<file path="src/rtl/prism_cfg_loader_if.sv">
// prism_cfg_loader_if
//   Bus bundle between the configuration loader, the host word FIFO and the
//   PRISM debug port.
//   Host push : wr_valid, wr_data (into loader), wr_ready (out of loader)
//   Debug port: dbg_addr, dbg_wr, dbg_wdata (out of loader),
//               dbg_rdata (into loader, combinational from dbg_addr)
//   Modports  : slave  = the loader itself
//               master = host / PRISM side
interface prism_cfg_loader_if;
  logic        wr_valid;
  logic [31:0] wr_data;
  logic        wr_ready;
  logic [5:0]  dbg_addr;
  logic        dbg_wr;
  logic [31:0] dbg_wdata;
  logic [31:0] dbg_rdata;

  modport slave (
    input  wr_valid, wr_data, dbg_rdata,
    output wr_ready, dbg_addr, dbg_wr, dbg_wdata
  );

  modport master (
    output wr_valid, wr_data, dbg_rdata,
    input  wr_ready, dbg_addr, dbg_wr, dbg_wdata
  );
endinterface

</file>
<file path="src/rtl/prism_cfg_loader.sv">
// prism_cfg_loader
//   Configuration sequencer for the PRISM state-machine core. Buffers host
//   words in a small FIFO, then holds the core in reset, writes each word to
//   consecutive debug addresses (step 4, modulo 64), optionally reads each
//   word back, and finally releases the FSM.
//
//   Optional feature: define PRISM_CFG_VERIFY_EN to add a readback VERIFY
//   cycle after every write; a readback mismatch raises error.
//
//   Ports
//     clk, rst           clock, asynchronous active-high reset
//     start              load request pulse (sampled in IDLE only)
//     abort              level, forces IDLE and flushes the FIFO
//     base_addr[5:0]     first debug byte address (latched on start)
//     word_count[4:0]    words to load, 1..16 (latched on start)
//     bus                prism_cfg_loader_if.slave: host push + debug port
//     busy               not IDLE
//     done               one-cycle pulse on successful completion
//     error              sticky, cleared by the next accepted start
//     fsm_reset          PRISM debug_reset
//     fsm_enable         PRISM fsm_enable
module prism_cfg_loader #(
  parameter int FIFO_DEPTH   = 4,    // power of two, 2..16
  parameter int RESET_CYCLES = 4,    // 1..15
  parameter int STALL_MAX    = 255   // >= 1
) (
  input  logic                     clk,
  input  logic                     rst,
  input  logic                     start,
  input  logic                     abort,
  input  logic [5:0]               base_addr,
  input  logic [4:0]               word_count,
  prism_cfg_loader_if.slave        bus,
  output logic                     busy,
  output logic                     done,
  output logic                     error,
  output logic                     fsm_reset,
  output logic                     fsm_enable
);

  localparam int AW = $clog2(FIFO_DEPTH);
  localparam int CW = AW + 1;
  localparam int SW = $clog2(STALL_MAX + 1);

  typedef enum logic [2:0] {
    S_IDLE,
    S_RESET,
    S_WRITE,
    S_VERIFY,
    S_ENABLE
  } state_t;

  state_t        state;
  logic [3:0]    rst_cnt;
  logic [4:0]    remaining;   // words not yet issued
  logic [5:0]    cur_addr;
  logic [SW-1:0] stall_cnt;

  // ---------------------------------------------------------------------
  // Word FIFO
  // ---------------------------------------------------------------------
  logic [31:0]   mem [FIFO_DEPTH];
  logic [AW-1:0] rd_ptr;
  logic [AW-1:0] wr_ptr;
  logic [CW-1:0] count;
  logic          full;
  logic          empty;
  logic          push;
  logic          issue;       // pop the head and drive it as next cycle's write
  logic          flush;
  logic          issue_slot;
  logic          stall_hit;

  assign full         = (count == CW'(FIFO_DEPTH));
  assign empty        = (count == '0);
  assign bus.wr_ready = !full;
  assign push         = bus.wr_valid && !full && !flush;

  always_ff @(posedge clk or posedge rst) begin
    if (rst) begin
      rd_ptr <= '0;
      wr_ptr <= '0;
      count  <= '0;
    end else if (flush) begin
      rd_ptr <= '0;
      wr_ptr <= '0;
      count  <= '0;
    end else begin
      if (push)  wr_ptr <= wr_ptr + AW'(1);
      if (issue) rd_ptr <= rd_ptr + AW'(1);
      count <= count + CW'(push) - CW'(issue);
    end
  end

  always_ff @(posedge clk) begin
    if (push) mem[wr_ptr] <= bus.wr_data;
  end

`ifdef PRISM_CFG_VERIFY_EN
  logic mismatch;
  // dbg_wdata still holds the word written in the preceding WRITE cycle
  assign mismatch = (bus.dbg_rdata != bus.dbg_wdata);
`else
  logic unused_rdata;
  assign unused_rdata = ^bus.dbg_rdata;
`endif

  // ---------------------------------------------------------------------
  // Write slot decision. dbg_wr is registered, so the choice to write in the
  // next cycle (and the matching FIFO pop) is made at the end of the cycle
  // before it: the last RESET cycle, a WRITE cycle, or a passing VERIFY.
  // ---------------------------------------------------------------------
  assign stall_hit = (stall_cnt == SW'(STALL_MAX - 1));

  always_comb begin
    issue_slot = 1'b0;
    flush      = 1'b0;
    if (abort) begin
      flush = 1'b1;
    end else begin
      case (state)
        S_RESET: issue_slot = (rst_cnt == '0);
        S_WRITE: begin
          if (bus.dbg_wr) begin
`ifdef PRISM_CFG_VERIFY_EN
            issue_slot = 1'b0;
`else
            issue_slot = (remaining != '0);
`endif
          end else if (stall_hit) begin
            flush = 1'b1;
          end else begin
            issue_slot = 1'b1;
          end
        end
`ifdef PRISM_CFG_VERIFY_EN
        S_VERIFY: begin
          if (mismatch) flush = 1'b1;
          else          issue_slot = (remaining != '0);
        end
`endif
        default: ;
      endcase
    end
  end

  assign issue = issue_slot && !empty;

  // ---------------------------------------------------------------------
  // Sequencer
  // ---------------------------------------------------------------------
  always_ff @(posedge clk or posedge rst) begin
    if (rst) begin
      state         <= S_IDLE;
      busy          <= 1'b0;
      done          <= 1'b0;
      error         <= 1'b0;
      fsm_reset     <= 1'b0;
      fsm_enable    <= 1'b0;
      bus.dbg_wr    <= 1'b0;
      bus.dbg_addr  <= '0;
      bus.dbg_wdata <= '0;
      cur_addr      <= '0;
      remaining     <= '0;
      rst_cnt       <= '0;
      stall_cnt     <= '0;
    end else begin
      done       <= 1'b0;
      bus.dbg_wr <= 1'b0;

      if (abort) begin
        state      <= S_IDLE;
        busy       <= 1'b0;
        fsm_reset  <= 1'b0;
        fsm_enable <= 1'b0;
      end else begin
        case (state)
          S_IDLE: begin
            if (start) begin
              if (word_count != 5'd0 && word_count <= 5'd16) begin
                state      <= S_RESET;
                busy       <= 1'b1;
                error      <= 1'b0;
                fsm_reset  <= 1'b1;
                fsm_enable <= 1'b0;
                cur_addr   <= base_addr;
                remaining  <= word_count;
                rst_cnt    <= 4'(RESET_CYCLES - 1);
                stall_cnt  <= '0;
              end else begin
                error <= 1'b1;
              end
            end
          end

          S_RESET: begin
            if (rst_cnt == '0) state <= S_WRITE;
            else               rst_cnt <= rst_cnt - 4'd1;
          end

          S_WRITE: begin
            if (bus.dbg_wr) begin
`ifdef PRISM_CFG_VERIFY_EN
              state <= S_VERIFY;
`else
              if (remaining == '0) begin
                state      <= S_ENABLE;
                fsm_reset  <= 1'b0;
                fsm_enable <= 1'b1;
                done       <= 1'b1;
              end
`endif
            end else if (stall_hit) begin
              state     <= S_IDLE;
              busy      <= 1'b0;
              error     <= 1'b1;
              fsm_reset <= 1'b0;
            end else begin
              stall_cnt <= stall_cnt + SW'(1);
            end
          end

`ifdef PRISM_CFG_VERIFY_EN
          S_VERIFY: begin
            if (mismatch) begin
              state     <= S_IDLE;
              busy      <= 1'b0;
              error     <= 1'b1;
              fsm_reset <= 1'b0;
            end else if (remaining == '0) begin
              state      <= S_ENABLE;
              fsm_reset  <= 1'b0;
              fsm_enable <= 1'b1;
              done       <= 1'b1;
            end else begin
              state <= S_WRITE;
            end
          end
`endif

          S_ENABLE: begin
            state <= S_IDLE;
            busy  <= 1'b0;
          end

          default: begin
            state     <= S_IDLE;
            busy      <= 1'b0;
            fsm_reset <= 1'b0;
          end
        endcase
      end

      // Placed last so a successful issue overrides the stall increment above
      if (issue) begin
        bus.dbg_wr    <= 1'b1;
        bus.dbg_addr  <= cur_addr;
        bus.dbg_wdata <= mem[rd_ptr];
        cur_addr      <= cur_addr + 6'd4;
        remaining     <= remaining - 5'd1;
        stall_cnt     <= '0;
      end
    end
  end

endmodule

</file>
<file path="src/flat_wrapper.sv">
// flat-port wrapper written by rule: the top's interface ports become plain ports
module prism_cfg_loader_flat 
#(
  parameter int FIFO_DEPTH   = 4,                          
  parameter int RESET_CYCLES = 4,            
  parameter int STALL_MAX    = 255          
)
  (clk, rst, start, abort, base_addr, word_count, busy, done, error, fsm_reset, fsm_enable, bus_wr_valid, bus_wr_data, bus_dbg_rdata, bus_wr_ready, bus_dbg_addr, bus_dbg_wr, bus_dbg_wdata);
  prism_cfg_loader_if bus_i ();
  input  logic clk;
  input  logic rst;
  input  logic start;
  input  logic abort;
  input  logic [5:0] base_addr;
  input  logic [4:0] word_count;
  output logic busy;
  output logic done;
  output logic error;
  output logic fsm_reset;
  output logic fsm_enable;
  input wire logic [$bits(bus_i.wr_valid)-1:0] bus_wr_valid;
  input wire logic [$bits(bus_i.wr_data)-1:0] bus_wr_data;
  input wire logic [$bits(bus_i.dbg_rdata)-1:0] bus_dbg_rdata;
  output wire logic [$bits(bus_i.wr_ready)-1:0] bus_wr_ready;
  output wire logic [$bits(bus_i.dbg_addr)-1:0] bus_dbg_addr;
  output wire logic [$bits(bus_i.dbg_wr)-1:0] bus_dbg_wr;
  output wire logic [$bits(bus_i.dbg_wdata)-1:0] bus_dbg_wdata;
  assign bus_i.wr_valid = bus_wr_valid;
  assign bus_i.wr_data = bus_wr_data;
  assign bus_i.dbg_rdata = bus_dbg_rdata;
  assign bus_wr_ready = bus_i.wr_ready;
  assign bus_dbg_addr = bus_i.dbg_addr;
  assign bus_dbg_wr = bus_i.dbg_wr;
  assign bus_dbg_wdata = bus_i.dbg_wdata;
  prism_cfg_loader #(.FIFO_DEPTH(FIFO_DEPTH), .RESET_CYCLES(RESET_CYCLES), .STALL_MAX(STALL_MAX)) u_core (.clk(clk), .rst(rst), .start(start), .abort(abort), .base_addr(base_addr), .word_count(word_count), .bus(bus_i), .busy(busy), .done(done), .error(error), .fsm_reset(fsm_reset), .fsm_enable(fsm_enable));
endmodule
</file>
<file path="config.mk">
export PLATFORM = sky130hd
export DESIGN_NAME = prism_cfg_loader_flat
export DESIGN_NICKNAME = d
export VERILOG_FILES = /design/src/rtl/prism_cfg_loader_if.sv /design/src/rtl/prism_cfg_loader.sv /design/src/flat_wrapper.sv
export SDC_FILE = /design/constraint.sdc
export NUM_CORES = 1
export LEC_CHECK = 0
export CAP_MARGIN = 5
export CELL_PAD_IN_SITES_DETAIL_PLACEMENT = 0
export CELL_PAD_IN_SITES_GLOBAL_PLACEMENT = 2
export CORE_ASPECT_RATIO = 2
export CORE_MARGIN = 2
export CORE_UTILIZATION = 25
export CTS_CLUSTER_SIZE = 30
export DETAILED_ROUTE_END_ITERATION = 7
export PLACE_DENSITY = 0.59
export SLEW_MARGIN = 5
export SYNTH_ARGS = -nofsm -noshare
export SYNTH_HDL_FRONTEND = slang
export SYNTH_SLANG_ARGS = --single-unit
</file>
<file path="constraint.sdc">
create_clock -name clk -period 8.1 [get_ports clk]
set_clock_uncertainty 0.2 [all_clocks]
set_input_delay 2.025 -clock clk [delete_from_list [all_inputs] [get_ports clk]]
set_output_delay 2.025 -clock clk [all_outputs]
set_load 0.05 [all_outputs]
</file>
==> flow_results.xml <==
<?xml version="1.0" encoding="UTF-8"?>
<metrics>
  <group name="run_status">
    <metric name="outcome" unit="">completed</metric>
  </group>
  <group name="critical_path">
    <metric name="crit_required" unit="ns">8.26</metric>
    <metric name="cp_top_family" unit="">buffers and inverters</metric>
    <metric name="r2r_start" unit="">u_core.state[1]</metric>
    <metric name="startpoint_type" unit="">primary input</metric>
    <metric name="crit_fanout" unit="">43</metric>
    <metric name="slowest_stage" unit="">sky130_fd_sc_hd__clkdlybuf4s50_1</metric>
    <metric name="crit_path_max_incr_delay" unit="ns">0.47</metric>
    <metric name="crit_path_cell_trace" unit="">clkdlybuf4s50_1 &gt; or2_2 &gt; a21oi_1 &gt; o31a_1 &gt; nand2_4 &gt; inv_8 &gt; ha_1 &gt; inv_1 &gt; ha_1 &gt; inv_1 &gt; fa_1 &gt; xor2_1 &gt; xnor2_1 &gt; nor2_1</metric>
    <metric name="setup.worst_path.class" unit="">primary input to flop</metric>
    <metric name="endpoint_of_the_most_critical_register_to_register_path" unit="">u_core.count[2]</metric>
    <metric name="critical_path_buf_inv_count" unit="">4</metric>
    <metric name="r2r_setup_slack" unit="ns">4.23</metric>
    <metric name="cp-end-kind" unit="">flop</metric>
    <metric name="worst-r2r-cell-count" unit="">13</metric>
    <metric name="crit_path_arrival_time" unit="ns">5.49</metric>
  </group>
  <group name="finish">
    <metric name="flow.area_growth_from_synthesis" unit="%">23.9</metric>
    <metric name="final_core_utilization" unit="">0.314</metric>
    <metric name="post_route_cells_drive_above_1_share" unit="">0.202</metric>
    <metric name="fillCellCount" unit="">3323</metric>
    <metric name="postLayoutCellArea" unit="um2">10500</metric>
    <metric name="nNetsFinal" unit="">683</metric>
  </group>
  <group name="timing">
    <metric name="post-route-period-util" unit="">0.658</metric>
    <metric name="timing.final.max_slew_violations" unit="">0</metric>
    <metric name="finalHoldViolCount" unit="">0</metric>
    <metric name="total_negative_setup_slacks" unit="ns">0</metric>
    <metric name="setup_ws" unit="ns">2.77</metric>
    <metric name="setup_repair_after_global_routing_missed_its_margin" unit="">no</metric>
    <metric name="slew_headroom" unit="">0.270</metric>
    <metric name="maxClockFrequency" unit="MHz">188</metric>
    <metric name="setup_violations" unit="">0</metric>
    <metric name="max_slew.worst_pin.slew" unit="ns">1.09</metric>
    <metric name="final.min_clock_period" unit="ns">5.33</metric>
  </group>
  <group name="synthesis">
    <metric name="synth-edff-count" unit="">128</metric>
    <metric name="postSynthNetCount" unit="">585</metric>
    <metric name="syn-instance-count" unit="">491</metric>
    <metric name="synth_cell_type_count" unit="">64</metric>
    <metric name="area_of_the_mapped_netlist" unit="um2">8490</metric>
    <metric name="synthesis_warning_total" unit="">0</metric>
    <metric name="postSynthAreaPerCell" unit="um2">17.3</metric>
    <metric name="synth-async-reset-ratio" unit="">0.376</metric>
    <metric name="yosys_register_bits" unit="">205</metric>
    <metric name="yosys_most_used_dff" unit="">sky130_fd_sc_hd__edfxtp_1</metric>
    <metric name="ys_seq_area_frac" unit="">0.680</metric>
  </group>
  <group name="pwr">
    <metric name="design_internal_power" unit="uW">1790</metric>
    <metric name="pwr-share-seq" unit="">0.516</metric>
    <metric name="irDropWorstVdd" unit="uV">124</metric>
    <metric name="clockPowerShare" unit="">0.417</metric>
    <metric name="netSwitchingFraction" unit="">0.221</metric>
    <metric name="switching_power" unit="uW">506</metric>
    <metric name="power" unit="uW">2290</metric>
    <metric name="power.leakage" unit="uW">0.00379</metric>
    <metric name="combinationalPowerShare" unit="">0.068</metric>
    <metric name="power_per_cell_area" unit="nW/um2">218</metric>
  </group>
  <group name="floorplan">
    <metric name="die_height" unit="um">265</metric>
    <metric name="rows" unit="">95</metric>
    <metric name="die-area" unit="um2">35500</metric>
    <metric name="die_w" unit="um">134</metric>
    <metric name="initial_core_util" unit="">0.253</metric>
    <metric name="io_pins" unit="">125</metric>
    <metric name="area_of_the_placeable_core" unit="um2">33500</metric>
  </group>
  <group name="grt">
    <metric name="number_of_global_route_vias_before_repair" unit="">5186</metric>
    <metric name="track_usage" unit="">0.113</metric>
    <metric name="grt-ovfl-total" unit="">0</metric>
    <metric name="grt_max_degree" unit="">70</metric>
    <metric name="grt_antenna_before_repair" unit="">2</metric>
    <metric name="grt_first_pass_wirelength" unit="um">30700</metric>
  </group>
  <group name="route">
    <metric name="detail_route.first_pass.iterations" unit="">4</metric>
    <metric name="detail_route.drc_violations" unit="">0</metric>
    <metric name="drt_first_iter_violations" unit="">176</metric>
    <metric name="via_count" unit="">4589</metric>
    <metric name="drt-wirelength-per-cell" unit="um">18.6</metric>
    <metric name="postRouteWirelength" unit="um">19400</metric>
    <metric name="detail-route-antenna-nets" unit="">0</metric>
    <metric name="via_per_inst" unit="">4.40</metric>
  </group>
  <group name="hold_path">
    <metric name="hold_depth" unit="">2</metric>
    <metric name="hp-class" unit="">flop to flop</metric>
    <metric name="worstHoldStart" unit="">u_core.cur_addr[1]</metric>
    <metric name="worstHoldEndpoint" unit="">u_core.cur_addr[1]</metric>
  </group>
  <group name="clocking">
    <metric name="cts_made_buffers" unit="">21</metric>
    <metric name="cts_max_path_buffers" unit="">3</metric>
    <metric name="clock-sinks" unit="">205</metric>
    <metric name="post_cts_buffers" unit="">0</metric>
    <metric name="clkLatencyLatePin" unit="ns">0.50</metric>
    <metric name="cts_tree" unit="">yes</metric>
    <metric name="cts.htree.levels" unit="">1</metric>
    <metric name="clk_pin_slew" unit="ns">0.07</metric>
    <metric name="hold_buffers" unit="">0</metric>
    <metric name="clock_root_buffer_master" unit="">sky130_fd_sc_hd__clkbuf_16</metric>
    <metric name="cts_repair_resize_count" unit="">0</metric>
  </group>
  <group name="placement">
    <metric name="place_hpwl" unit="um">12500</metric>
    <metric name="worst_case_setup_slack_after_placement" unit="ns">2.18</metric>
    <metric name="finalWeightedCongestion" unit="">0.729</metric>
    <metric name="placed_standard_cell_area" unit="um2">9840</metric>
    <metric name="buffer_ports.inserted" unit="">92</metric>
  </group>
  <group name="flow_run">
    <metric name="max_cap_violations" unit="">0</metric>
  </group>
</metrics>
-- registers in the layout, indices dropped and copies added (netlist names), 2 cells and up --
signal	flops
u_core.mem	128
u_core.stall_cnt	8
u_core.state	3
u_core.rst_cnt	4
u_core.bus.dbg_addr	6
u_core.count	3
u_core.bus.dbg_wdata	32
u_core.cur_addr	6
u_core.remaining	5
u_core.wr_ptr	2
u_core.rd_ptr	2
-- per-stage QoR --
step                      hold slack (ns)  instances
after global routing                0.322       1041
final                               0.289       1042
after detailed placement            0.275       1002
after floorplan                     0.242        491
after CTS                           0.289       1040
after global placement              0.260       1002
-- logic make-up after synthesis --
| family | after synthesis | synth area share |
|---|---|---|
| flip-flops | 205 | 0.680 |
| multiplexers | 78 | 0.158 |
| adder cells (fa/ha/maj) | 14 | 0.0215 |
| buffers and inverters | 40 | 0.0268 |
| XOR/XNOR | 6 | 0.00619 |
| AND/OR/NAND/NOR | 93 | 0.0601 |
| AO/OA/AOI/OAI | 55 | 0.0476 |
-- area by class of cell --
type	instances	area, um2	area share
antenna	2	5.00	0.000476
clock buffer	29	576	0.0547
clock inverter	9	95.1	0.00904
inverter	20	83.8	0.00797
multi-input combinational	246	2500	0.237
sequential	205	5770	0.549
tap	436	546	0.0519
timing repair buffer	95	943	0.0897
-- metal layers --
layer / GRT usage / share of wire / vias up
li1: - / - / 2095
met1: 0.126 / 0.38 / 2371
met2: 0.215 / 0.57 / 96
met3: 0.0174 / 0.032 / 27
met4: 0.0358 / 0.022 / 0
met5: 0 / 0 / -
-- how the worst max path moves through the flow --
stage / cells past startpoint / start / to / slack (ns)
6_report: 14 / abort / u_core.count[2] / 2.77
4_1_cts: 14 / abort / u_core.count[2] / 2.72
3_3_place_gp: 14 / abort / u_core.count[2] / 2.22
2_1_floorplan: 16 / abort / u_core.count[2] / 3.35
3_5_place_dp: 14 / abort / u_core.count[2] / 2.18
5_1_grt: 14 / abort / u_core.count[2] / 2.45
-- worst reg2reg max path, cell delays in order (launching register included) --
cell                      delay (ns)
sky130_fd_sc_hd__dfrtp_1        0.57
sky130_fd_sc_hd__or2b_1         0.34
sky130_fd_sc_hd__a21oi_1        0.30
sky130_fd_sc_hd__o31a_1         0.44
sky130_fd_sc_hd__nand2_4        0.20
sky130_fd_sc_hd__inv_8          0.39
sky130_fd_sc_hd__ha_1           0.34
sky130_fd_sc_hd__inv_1          0.06
sky130_fd_sc_hd__ha_1           0.13
sky130_fd_sc_hd__inv_1          0.05
sky130_fd_sc_hd__fa_1           0.37
sky130_fd_sc_hd__xor2_1         0.16
sky130_fd_sc_hd__xnor2_1        0.14
sky130_fd_sc_hd__nor2_1         0.06
-- cell usage in the layout (no fill, tap or decap), types with 3 or more instances in the layout --
master and instances:
sky130_fd_sc_hd__a221o_1 3, sky130_fd_sc_hd__nand3_1 10, sky130_fd_sc_hd__dfrtp_1 75, sky130_fd_sc_hd__nor3_1 9, sky130_fd_sc_hd__clkinv_2 4, sky130_fd_sc_hd__nor2_1 20, sky130_fd_sc_hd__mux2_4 30, sky130_fd_sc_hd__clkbuf_1 6
sky130_fd_sc_hd__xnor2_1 3, sky130_fd_sc_hd__a311oi_1 4, sky130_fd_sc_hd__a21oi_1 13, sky130_fd_sc_hd__nand2_1 22, sky130_fd_sc_hd__and2_2 4, sky130_fd_sc_hd__edfxtp_1 128, sky130_fd_sc_hd__o31ai_1 3, sky130_fd_sc_hd__clkbuf_16 21
sky130_fd_sc_hd__a21boi_0 3, sky130_fd_sc_hd__ha_1 13, sky130_fd_sc_hd__clkinv_1 3, sky130_fd_sc_hd__o21ai_0 9, sky130_fd_sc_hd__clkdlybuf4s50_1 92, sky130_fd_sc_hd__mux2_2 9, sky130_fd_sc_hd__inv_1 18, sky130_fd_sc_hd__mux4_2 32
sky130_fd_sc_hd__nand2b_1 3, sky130_fd_sc_hd__xor2_1 3, sky130_fd_sc_hd__buf_4 3, sky130_fd_sc_hd__mux2i_1 7
-- power groups by stage --
stage	registers, uW	clock network [uW]	logic (uW)
2_1_floorplan	1210	0	80.3
3_3_place_gp	1200	0	152
3_5_place_dp	1200	0	158
4_1_cts	1180	992	160
5_1_grt	1190	1030	172
6_report	1180	956	155
-- Yosys cell counts, types with 3 or more instances --
library cell               count  area share
sky130_fd_sc_hd__a21boi_0      3      0.0027
sky130_fd_sc_hd__a21oi_1      13      0.0077
sky130_fd_sc_hd__a221o_1       3      0.0035
sky130_fd_sc_hd__a311oi_1      4      0.0041
sky130_fd_sc_hd__and2_1        6      0.0044
sky130_fd_sc_hd__buf_12        3      0.0071
sky130_fd_sc_hd__buf_2         4      0.0024
sky130_fd_sc_hd__clkbuf_1      9      0.0040
sky130_fd_sc_hd__dfrtp_1      77        0.23
sky130_fd_sc_hd__edfxtp_1    128        0.45
sky130_fd_sc_hd__ha_1         13       0.019
sky130_fd_sc_hd__inv_1        19      0.0084
sky130_fd_sc_hd__mux2_2        9       0.012
sky130_fd_sc_hd__mux2_4       30       0.053
sky130_fd_sc_hd__mux2i_1       7      0.0083
sky130_fd_sc_hd__mux4_2       32       0.085
sky130_fd_sc_hd__nand2_1      22      0.0097
sky130_fd_sc_hd__nand2b_1      3      0.0022
sky130_fd_sc_hd__nand3_1      10      0.0059
sky130_fd_sc_hd__nor2_1       20      0.0088
sky130_fd_sc_hd__nor3_1        9      0.0053
sky130_fd_sc_hd__o21ai_0       9      0.0053
sky130_fd_sc_hd__o31ai_1       3      0.0027
sky130_fd_sc_hd__xnor2_1       3      0.0031
sky130_fd_sc_hd__xor2_1        3      0.0031
(Power assumes the default switching activity.)
==> patch (config.mk and constraints unchanged) <==
`FIFO_DEPTH` is set to 4 in 2 places; all go to 8.
--- a/src/rtl/prism_cfg_loader.sv
+++ b/src/rtl/prism_cfg_loader.sv
@@ -20,7 +20,7 @@
 //     fsm_reset          PRISM debug_reset
 //     fsm_enable         PRISM fsm_enable
 module prism_cfg_loader #(
-  parameter int FIFO_DEPTH   = 4,    // power of two, 2..16
+  parameter int FIFO_DEPTH   = 8,    // power of two, 2..16
   parameter int RESET_CYCLES = 4,    // 1..15
   parameter int STALL_MAX    = 255   // >= 1
 ) (
--- a/src/flat_wrapper.sv
+++ b/src/flat_wrapper.sv
@@ -1,7 +1,7 @@
 // flat-port wrapper written by rule: the top's interface ports become plain ports
 module prism_cfg_loader_flat 
 #(
-  parameter int FIFO_DEPTH   = 4,                          
+  parameter int FIFO_DEPTH   = 8,                          
   parameter int RESET_CYCLES = 4,            
   parameter int STALL_MAX    = 255          
 )
Function: same outputs for any inputs over 4 cycles, from zero or initial values and one cycle with rst high; that may be too few to reach the edited logic, so the function may still have changed.
==> patch against the original RTL <==
  * Cell area is 55% higher
  * Die area grew 56%
  * Cell count rose by 51%
  * Synthesized area rose by 58%
  * Total power grew 76%
  * Sequential cell count is 131 higher
  * Synthesized cell count grew 56%
  * Core utilization decreased by 0.87 points
  * First-iteration DRC count rose to 2.7 times the old value
  * Critical path depth is 3 lower
  * Wire length grew 61%
  * Register-to-register slack improved by 0.50 ns
  * Worst setup slack improved by 0.33 ns
  * Critical endpoint unchanged
  * Highest routed layer unchanged
==> patch: results (changes against the original RTL) <==
| Metric | Value |
|---|---|
| Status | finished clean (unchanged) |
| Fill cells | 5227 (was 3323) |
| Worst hold path startpoint | u_core.cur_addr[0] (was u_core.cur_addr[1]) |
| Multi-Input Combinational | 375 (was 246) |
| Asr flop ratio synth | 23.81% (was 37.56%) |
| Multi-input logic area | 3520 sq um (was 2497 sq um) |
| Final non-clock buffer share | 6.356% (was 8.969%) |
| DRT iter0 DRCs | 475 (was 176) |
| Crit Path Max Fanout | 25 (was 43) |
| Commonest cells in the netlist | edfxtp_1, dfrtp_1, nand2_1, mux4_2, o21ai_0 (was edfxtp_1, dfrtp_1, mux4_2, mux2_4, nand2_1) |
| Seq/Total Area, Yosys | 72.39% (was 67.96%) |
| EDFF count, synth | 256 (was 128) |
| Vias | 6952 (was 4589) |
| Non-clk bufs | 107 (was 95) |
| Max H-tree Level | 2 (was 1) |
| First-pass GRT wire length | 47550 um (was 30730 um) |
| Met3 wire len | 1075 um (was 619 um) |
| Reg-to-Reg Start | u_core.rst_cnt[0] (was u_core.state[1]) |
| Worst vdd ir | 0.0001124 V (was 0.0001235 V) |
| Slowest stage delay, CP | 0.70 ns (was 0.47 ns) |
| Compound-Gate Fraction of Synth Area | 4.123% (was 4.760%) |
| Layout cells sized above 1 | 17.46% (was 20.20%) |
| Dpl ws | 2.544 ns (was 2.183 ns) |
| ClkCell Share | 6.725% (was 6.376%) |
| Vias in the first global route | 7647 (was 5186) |
| R2R cell count | 12 (was 13) |
| Nets | 969 (was 683) |
| Initial antenna violation count | 0 (was 2) |
| Total Wirelength | 31190 um (was 19420 um) |
| Synth area leaders | edfxtp_1, dfrtp_1, mux4_2, mux2i_1, nand2_1 (was edfxtp_1, dfrtp_1, mux4_2, mux2_4, ha_1) |
| Biggest regs | u_core.mem (256), u_core.bus.dbg_wdata (32), u_core.stall_cnt (8) (was u_core.mem (128), u_core.bus.dbg_wdata (32), u_core.stall_cnt (8)) |
| Proportion of synthesized area in mux cells | 14.03% (was 15.81%) |
| Drt pass-1 iters | 6 (was 4) |
| Count of cell types in the netlist | 61 (was 64) |
| Clkbuf count | 49 (was 29) |
patch: cell types whose count changed in the layout (fill, tap and decap cells not counted), sizes merged, moves of 4 or more:
cell	change
nor2	+9
nor3	+7
mux4	+32
mux2	-34
a21boi	-4
clkbuf	+20
mux2i	+31
buf	+12
nand2	+55
o21ai	+31
or3b	+4
edfxtp	+128
patch: cells by family after synthesis:
family,count (synthesis)
simple gates,163
fa+ha+maj,16
buf+inv,55
flops,336
mux,107
xor+xnor,5
compound gates,84
patch: final timing paths:
path / endpoint / slack (ns)
min in group asynchronous: u_core.bus.dbg_wdata[2] / 1.78
max reg2reg: u_core.count[2] / 4.73
max: u_core.count[2] / 3.11
max in group asynchronous: u_core.rd_ptr[1] / 4.87
min: u_core.cur_addr[0] / 0.27
min reg2reg: u_core.cur_addr[0] / 0.27
patch: stage by stage:
step | std cells | cell area [sq um] | power (W) | hold slack, ns
floorplan | 766 | 13380 | 0.002340 | 0.2386
detailed placement | 1508 | 15160 | 0.002546 | 0.2631
finish | 1571 | 16260 | 0.004043 | 0.2691
global route | 1570 | 16260 | 0.004213 | 0.2962
CTS | 1570 | 16260 | 0.004117 | 0.2777
global placement | 1508 | 15160 | 0.002539 | 0.2584
patch: where the power goes:
| part | leakage [nW] | internal [W] | switching [W] |
|---|---|---|---|
| combinational | 1.51 | 0.000173 | 0.000301 |
| clock | 0.520 | 0.000864 | 0.000683 |
| sequential | 3.37 | 0.00196 | 0.0000584 |
patch: per-layer routing:
layer | up-vias | track usage [%]
li1 | 3194 | -
met1 | 3570 | 12.20
met2 | 148 | 22.41
met3 | 40 | 1.790
met4 | 0 | 3.848
met5 | - | 0
